`src/rtl/nds_evt_pacer.sv`:
```
// nds_evt_pacer
//
// Accepts one-cycle event requests and re-issues them as single-cycle pulses.
// Consecutive pulses are at least GAP cycles apart. Accepted events that
// are still waiting to be issued are counted in a saturating counter. When the
// counter is full and cannot drain in the same cycle, the event is dropped and
// a sticky overflow flag is set.
//
// Ports
//   a_clk      in   sole clock, rising edge
//   a_reset_n  in   asynchronous active-low reset, released on a_clk rise
//   evt_in     in   one-cycle event request (may repeat every cycle)
//   ovf_clr    in   one-cycle clear of the sticky overflow flag
//   a_pulse    out  registered paced pulse, one cycle wide
//   pending    out  registered count of accepted events not yet issued
//   overflow   out  registered sticky "event dropped" flag
//   busy       out  pending!=0, spacing in progress, or pulse in flight
module nds_evt_pacer #(
  parameter int CNT_WIDTH = 4,
  parameter int GAP       = 4
) (
  input  logic                 a_clk,
  input  logic                 a_reset_n,
  input  logic                 evt_in,
  input  logic                 ovf_clr,
  output logic                 a_pulse,
  output logic [CNT_WIDTH-1:0] pending,
  output logic                 overflow,
  output logic                 busy
);

  // Operating mode is a pure function of pending/gap_cnt, not a stored state.
  typedef enum logic [1:0] {
    MODE_IDLE  = 2'd0,
    MODE_ISSUE = 2'd1,
    MODE_HOLD  = 2'd2
  } mode_t;

  localparam logic [CNT_WIDTH-1:0] PEND_MAX   = {CNT_WIDTH{1'b1}};
  localparam logic [7:0]           GAP_RELOAD = 8'(GAP - 1);

  mode_t      mode;
  logic [7:0] gap_cnt;
  logic       issue;
  logic       evt_acc;
  logic       evt_drop;

  // Saturating pending update: simultaneous accept and issue cancel out.
  function automatic logic [CNT_WIDTH-1:0] pend_update(
    input logic [CNT_WIDTH-1:0] cur,
    input logic                 inc,
    input logic                 dec
  );
    logic [CNT_WIDTH-1:0] res;
    res = cur;
    if (inc && !dec) begin
      res = (cur == PEND_MAX) ? cur : cur + 1'b1;
    end else if (dec && !inc) begin
      res = (cur == '0) ? cur : cur - 1'b1;
    end
    return res;
  endfunction

  always_comb begin
    mode = MODE_IDLE;
    if (gap_cnt != 8'd0) begin
      mode = MODE_HOLD;
    end else if (pending != '0) begin
      mode = MODE_ISSUE;
    end
    issue    = (mode == MODE_ISSUE);
    // A full counter can still take an event when an issue frees a slot.
    evt_acc  = evt_in && ((pending != PEND_MAX) || issue);
    evt_drop = evt_in && !evt_acc;
  end

  // ---- registered state: pulse, pending count, spacing, overflow ----
  always_ff @(posedge a_clk or negedge a_reset_n) begin
    if (!a_reset_n) begin
      a_pulse  <= 1'b0;
      pending  <= '0;
      gap_cnt  <= 8'd0;
      overflow <= 1'b0;
    end else begin
      a_pulse <= issue;
      pending <= pend_update(pending, evt_acc, issue);
      if (issue) begin
        gap_cnt <= GAP_RELOAD;
      end else if (gap_cnt != 8'd0) begin
        gap_cnt <= gap_cnt - 8'd1;
      end
      // Set has priority over clear.
      if (evt_drop) begin
        overflow <= 1'b1;
      end else if (ovf_clr) begin
        overflow <= 1'b0;
      end
    end
  end

  assign busy = (mode != MODE_IDLE) || a_pulse;

endmodule

```
`config.mk`:
```
export PLATFORM = sky130hd
export DESIGN_NAME = nds_evt_pacer
export DESIGN_NICKNAME = d
export VERILOG_FILES = /design/src/rtl/nds_evt_pacer.sv
export SDC_FILE = /design/constraint.sdc
export NUM_CORES = 1
export LEC_CHECK = 0
export ABC_AREA = 1
export ABC_CLOCK_PERIOD_IN_PS = 3400
export BUFFER_PORTS_ARGS = -buffer_cell sky130_fd_sc_hd__buf_2
export CORE_MARGIN = 4
export CORE_UTILIZATION = 37
export DETAILED_ROUTE_END_ITERATION = 10
export GPL_ROUTABILITY_DRIVEN = 0
export PLACE_DENSITY = 0.52
export SYNTH_ARGS = -nofsm -noshare
export SYNTH_HDL_FRONTEND = slang
export SYNTH_SLANG_ARGS = --single-unit
```
`constraint.sdc`:
```
create_clock -name a_clk -period 3.4 [get_ports a_clk]
set_input_delay 0.34 -clock a_clk [delete_from_list [all_inputs] [get_ports a_clk]]
set_output_delay 0.34 -clock a_clk [all_outputs]
set_load 0.02 [all_outputs]
```
==> results.py, run 1 <==
metrics = {
    "status": {
        "status": "finished, final reports clean",
    },
    "power": {
        "max-vdd-ir-drop_mv": 0.4885,
        "p_per_area_nw_per_um2": 809.4,
        "total_power_uw": 868.9,
        "p_leak_nw": 0.5807,
    },
    "setup_path": {
        "path_buf_inv": 3,
        "critical-path-slowest-cell": "dfrtp_1",
        "max_stage_delay_ns": 0.41,
        "cp-start-kind": "register",
        "crit_fanout": 5,
        "critical_path_required_ns": 3.58,
        "worstSetupPathType": "reg2reg",
        "critical_path_arrival_ns": 2.71,
        "end_kind": "register",
        "cpLargestDelayFamily": "simple AND/OR/NAND/NOR gates",
        "crit_chain": "inv_1 -> ha_1 -> inv_1 -> nor2_1 -> nand3_2 -> a21boi_1 -> ha_1 -> inv_1 -> ha_1 -> or2_2 -> nand3_1 -> nand2_1 -> nand2_1 -> nand2_1",
    },
    "layout": {
        "multiInputGateArea_um2": 513.0,
        "nFillCells": 280,
        "fin_cells": 172,
        "final_nets": 154,
        "n_antenna_cell": 0,
        "regArea_um2": 350.3,
        "drive_gt1_share_pct": 21.83,
        "area_growth_pct": 12.60,
        "postLayoutCoreUtil_pct": 43.33,
    },
    "clock_network": {
        "cts_tree": "yes",
        "cts_resized": 0,
        "root_buffer": "clkbuf_4",
        "insertion_delay_ns": 0.28,
        "cts_max_level": 1,
        "clock_sinks": 14,
        "cts_buffer_depth": 2,
        "cts_buffers": 3,
        "path_clk_slew_ns": 0.08,
    },
    "detailed_routing": {
        "finalWirelength_mm": 1.833,
        "ant_nets": 0,
        "wl_per_cell_um": 10.66,
        "drt-initial-drc-count": 9,
        "drc": 0,
        "drt_first_pass_iters": 4,
        "via_count": 813,
        "via_per_inst": 4.727,
    },
    "floorplanning": {
        "rows": 18,
        "start_util_pct": 38.48,
        "die_area_um2": 3453,
        "core_um2": 2477,
        "io_pins": 11,
        "die_h_um": 58.76,
        "dieWidth_um": 58.76,
    },
    "grt": {
        "grt_pass1_wl_mm": 3.312,
        "grt-ovfl-total": 0,
        "antenna_found_initial": 0,
        "grtUsageTotal_pct": 12.78,
        "grt_start_max_net_pins": 15,
        "grt_pass1_vias": 784,
    },
    "timing": {
        "finalMaxSlewViolations": 0,
        "rsz0062_at_grt": "false",
        "hold_violations": 0,
        "setup_viol": 0,
        "timing.fmax_mhz": 394.9,
        "tightest_slew_ns": 0.3138,
        "setup-tns-final_ns": 0,
        "fin_crit_ns": 2.532,
        "slew_headroom_pct": 79.08,
        "fin_crit_sh_pct": 74.48,
        "skew_ns": 0.0005637,
    },
    "synthesis": {
        "syn_inst": 128,
        "postSynthAreaPerCell_um2": 7.449,
        "syn-cell-area_um2": 953.4,
        "yosysSeqAreaShare_pct": 36.75,
        "syn-num-nets": 138,
        "ys_ff_latch": 14,
        "ys_warn_count": 0,
        "synth_cell_type_count": 20,
    },
    "placed_design": {
        "io_buffer_count": 10,
        "place_inst": 168,
        "hpwlAfterDp_mm": 1.520,
    },
    "min_path": {
        "hold_path.class": "in2reg",
    },
    "run": {
        "drv_cap": 0,
    },
}
## through the flow
step	area, um2	worst slack, ns	hold WS, ns
3_5_place_dp	1041	0.8557	0.2610
3_3_place_gp	1041	0.8891	0.2578
6_report	1074	0.8676	0.2928
2_1_floorplan	953.4	1.048	0.04441
5_1_grt	1074	0.6313	0.2809
4_1_cts	1074	0.8352	0.2866
## layout by cell type (no fill, tap or decap), drive strengths merged
master        n
fa            1
xnor2         1
nand2        41
ha            5
buf          10
inv          24
clkbuf        3
nand3        14
nor2         19
xor2          1
a21boi        1
dfrtp        14
or2           2
o21ai         5
dlygate4sd3   1
## report_power, final
group	internal, mW	leakage, nW	switching, mW
clock network	0.0411	0.0138	0.0534
registers	0.240	0.170	0.0799
logic	0.167	0.397	0.287
total	0.449	0.581	0.420
## tightest hold or removal path: stages
cell and delay (ns):
buf_2 0.07, inv_1 0.03, nand2_1 0.05, nand2_1 0.05
## path summary, 6_finish.rpt
kind,from,endpoint,slack (ns),cells after the start
worst min-delay path,ovf_clr,overflow$_DFFE_PN0P_,0.29,4
worst max-delay path,gap_cnt[0]$_DFFE_PN0P_,pending[3]$_DFFE_PN0P_,0.87,14
max in group asynchronous,a_reset_n,pending[0]$_DFFE_PN0P_,2.69,2
min in group asynchronous,a_reset_n,gap_cnt[3]$_DFFE_PN0P_,0.48,2
worst min register to register,gap_cnt[1]$_DFFE_PN0P_,gap_cnt[1]$_DFFE_PN0P_,0.49,2
worst max register to register,gap_cnt[0]$_DFFE_PN0P_,pending[3]$_DFFE_PN0P_,0.87,14
## flip-flops by register name (all words and copies together), names as in the netlist
register  count
overflow      1
pending       4
gap_cnt       8
a_pulse       1
## what timing repair did
action	CTS	global route
buffers inserted	0	0
hold buffers	1	0
endpoints found under the hold margin	14	0
## cell families after synthesis
logic type	count (synthesis)	share of synthesized area, %
adders and majority gates	6	8.662
DFF	14	36.75
xor gates and xnor gates	2	1.838
and+or+nand+nor	76	39.90
buffers and inverters	24	9.449
AOI/OAI and AO/OA	6	3.412
## layout make-up
cell class                 count  share of cell area (%)
sequential                    14                   32.63
multi-input combinational     90                   47.79
clock buffer                   3                   2.098
tap                           30                   3.497
inverter                      24                   8.392
timing repair buffer          11                   5.594
## cells in the mapped netlist
cell type | count | area share (%)
a21boi_1 | 1 | 0.79
nor2_2 | 2 | 1.3
inv_1 | 21 | 8.3
nand2_2 | 6 | 3.9
nand3_2 | 1 | 1.0
nand3_1 | 11 | 5.8
dfrtp_1 | 14 | 37
xnor2_1 | 1 | 0.92
o21ai_0 | 4 | 2.1
fa_1 | 1 | 2.1
ha_1 | 5 | 6.6
nor2_4 | 3 | 3.5
or2_1 | 1 | 0.66
nand2_1 | 35 | 14
or2_2 | 1 | 0.66
o21ai_1 | 1 | 0.52
nand3_4 | 2 | 3.7
xor2_1 | 1 | 0.92
nor2_1 | 14 | 5.5
inv_2 | 3 | 1.2
## metal layers
| metal | share of wire, % | track usage, % | up-vias |
|---|---|---|---|
| met3 | 3.0 | 2.632 | 5 |
| li1 | - | - | 417 |
| met1 | 40 | 13.98 | 378 |
| met2 | 55 | 23.34 | 13 |
| met5 | 0 | 0 | - |
| met4 | 2.2 | 5.825 | 0 |
Power figures use the tool's default switching activity.
==> run 2, diff against run 1 <==
Settings changed: ABC_CLOCK_PERIOD_IN_PS 3400 to 2600.
Clock period 3.4 ns to 2.6 ns, I/O delays scaled along.
==> run 2 against run 1 <==
  * Clock skew increased by 0.00075 ns
  * Register-to-register slack worse by 0.65 ns
  * Largest cell class unchanged
  * Die area did not move
  * Cell count is 1.2% higher
  * Design area is 2.7% higher
  * Worst setup slack lost 0.65 ns
  * Sequential share of layout area is 0.85 points lower
  * Routed wire length shrank 3.1%
  * First-iteration DRC count up 22%
  * Largest power group unchanged
  * Critical path depth unchanged
  * Via count decreased by 3.4%
==> results.py, run 2 (synthesized netlist as in run 1, its figures left out) <==
metrics = {
    "floorplanning": {
        "die_h_um": 58.76,
        "core_um2": 2477,
        "dieWidth_um": 58.76,
        "rows": 18,
        "start_util_pct": 38.48,
        "die_area_um2": 3453,
        "io_pins": 11,
    },
    "grt": {
        "grt-ovfl-total": 0,
        "grt_pass1_wl_mm": 3.125,
        "grt_start_max_net_pins": 15,
        "antenna_found_initial": 0,
        "grtUsageTotal_pct": 11.90,
        "grt_pass1_vias": 731,
    },
    "detailed_routing": {
        "via_count": 785,
        "wl_per_cell_um": 10.21,
        "drt_first_pass_iters": 4,
        "drt-initial-drc-count": 11,
        "via_per_inst": 4.511,
        "drc": 0,
        "ant_nets": 0,
        "finalWirelength_mm": 1.776,
    },
    "placed_design": {
        "io_buffer_count": 10,
        "hpwlAfterDp_mm": 1.439,
        "placed_cell_area_um2": 1049,
    },
    "setup_path": {
        "critical-path-slowest-cell": "dfrtp_1",
        "worstReg2RegEnd": "pending[3]$_DFFE_PN0P_",
        "cp-start-kind": "register",
        "crit_chain": "inv_2 -> ha_2 -> inv_1 -> nor2_2 -> nand3_2 -> a21boi_1 -> ha_2 -> inv_1 -> ha_1 -> or2_2 -> nand3_1 -> nand2_1 -> nand2_1 -> nand2_1",
        "end_kind": "register",
        "cp_common_cell": "nand2_1",
        "critical_path_arrival_ns": 2.56,
        "critical_path_required_ns": 2.78,
        "reg2reg_depth": 14,
        "max_stage_delay_ns": 0.42,
        "worstSetupPathType": "reg2reg",
        "rr_startpoint": "gap_cnt[0]$_DFFE_PN0P_",
        "rrSetupSlack_ns": 0.22,
        "cpLargestDelayFamily": "simple AND/OR/NAND/NOR gates",
        "crit_fanout": 4,
        "path_buf_inv": 3,
    },
    "min_path": {
        "holdPathEnd": "overflow$_DFFE_PN0P_",
        "min-delay-start": "ovf_clr",
        "hold_depth": 4,
        "hold_path.class": "in2reg",
    },
    "status": {
        "status": "finished, final reports clean",
    },
    "layout": {
        "stdcell_area_um2": 1102,
        "largest_reg_flops": 8,
        "postLayoutCoreUtil_pct": 44.49,
        "largest_registers": "gap_cnt: 8 flops, pending: 4 flops",
        "final_cell_mix": "35 x nand2_1, 20 x inv_1, 14 x dfrtp_1",
        "top_register": "gap_cnt",
        "final_nets": 155,
        "final_common_cell": "nand2_1",
        "n_antenna_cell": 0,
        "drive_gt1_share_pct": 25.69,
        "area_growth_pct": 15.62,
    },
    "power": {
        "p_leak_nw": 0.5878,
        "power_frac_clock_pct": 13.5,
        "swShare_pct": 47.18,
        "pwr-share-comb_pct": 50.9,
        "max-vdd-ir-drop_mv": 0.5084,
        "total_power_mw": 1.182,
        "p_sw_uw": 557.8,
        "p_seq_share_pct": 35.6,
        "p_per_area_nw_per_um2": 1073,
        "p_int_uw": 624.6,
    },
    "timing": {
        "finalMaxSlewViolations": 0,
        "rsz0062_at_grt": "false",
        "fin_crit_sh_pct": 91.54,
        "slew_headroom_pct": 79.48,
        "setup_viol": 0,
        "setup-tns-final_ns": 0,
        "fin_crit_ns": 2.380,
        "hold_violations": 0,
        "tightest_slew_ns": 0.3078,
        "skew_ns": 0.001317,
        "timing.fmax_mhz": 420.2,
        "whs_ns": 0.2037,
    },
    "clock_network": {
        "cts_buffer_depth": 2,
        "insertion_delay_ns": 0.28,
        "root_buffer": "clkbuf_4",
        "cts_tree": "yes",
        "cts_buffers": 3,
        "cts_max_level": 1,
        "clock_sinks": 14,
        "path_clk_slew_ns": 0.09,
    },
    "run": {
        "drv_cap": 0,
    },
}
run 2: changes by cell type in the layout (fill, tap and decap cells not counted), sizes merged:
cell | before | now
clkbuf | 3 | 4
buf | 10 | 11
run 2: area by class of cell:
class / instances / area [um2]
Fill cell: 265 / 1375
Multi-Input combinational cell: 90 / 520.5
Sequential cell: 14 / 350.3
Inverter: 24 / 90.09
Timing Repair Buffer: 12 / 67.56
Tap cell: 30 / 37.54
Clock buffer: 4 / 36.28
run 2: worst max path at each step:
stage	startpoint	endpoint	slack, ns	depth (start not counted)
2_1_floorplan	gap_cnt[0]$_DFFE_PN0P_	pending[3]$_DFFE_PN0P_	0.25	14
3_3_place_gp	gap_cnt[0]$_DFFE_PN0P_	pending[3]$_DFFE_PN0P_	0.16	14
3_5_place_dp	gap_cnt[0]$_DFFE_PN0P_	pending[3]$_DFFE_PN0P_	0.12	14
4_1_cts	gap_cnt[0]$_DFFE_PN0P_	pending[3]$_DFFE_PN0P_	0.1	14
5_1_grt	gap_cnt[0]$_DFFE_PN0P_	pending[3]$_DFFE_PN0P_	0.02	17
6_report	gap_cnt[0]$_DFFE_PN0P_	pending[3]$_DFFE_PN0P_	0.22	14
run 2: per-layer routing:
layer | track usage [%] | share of wire (%) | vias up
met5 | 0 | 0 | -
li1 | - | - | 418
met2 | 19.87 | 53 | 6
met3 | 3.289 | 3.0 | 2
met4 | 3.883 | 0.45 | 0
met1 | 14.73 | 44 | 359
run 2: repair_timing:
item,4_1_cts,5_1_grt
resized for setup,0,4
setup endpoints to repair,0,2
hold buffers,1,0
hold endpoints to repair,14,0
setup buffers,0,0
run 2: power by group through the flow:
stage               clock, mW  sequential [mW]  combinational (mW)
finish                  0.159            0.421               0.602
global placement            0            0.424               0.594
floorplan                   0            0.443               0.442
CTS                     0.168            0.422               0.604
global route            0.180            0.434               0.707
detailed placement          0            0.426               0.601
run 2: through the flow:
step                worst slack, ns  instances
floorplan                    0.2483        128
global placement             0.1602        169
detailed placement           0.1183        169
CTS                         0.09893        174
global route                0.01866        174
finish                       0.2200        174
run 2: worst reg2reg max path, cell delays in order, from the launching register on:
cell	delay, ns
dfrtp_1	0.42
inv_2	0.09
ha_2	0.21
inv_1	0.05
nor2_2	0.13
nand3_2	0.12
a21boi_1	0.16
ha_2	0.23
inv_1	0.06
ha_1	0.29
or2_2	0.29
nand3_1	0.08
nand2_1	0.05
nand2_1	0.06
nand2_1	0.04
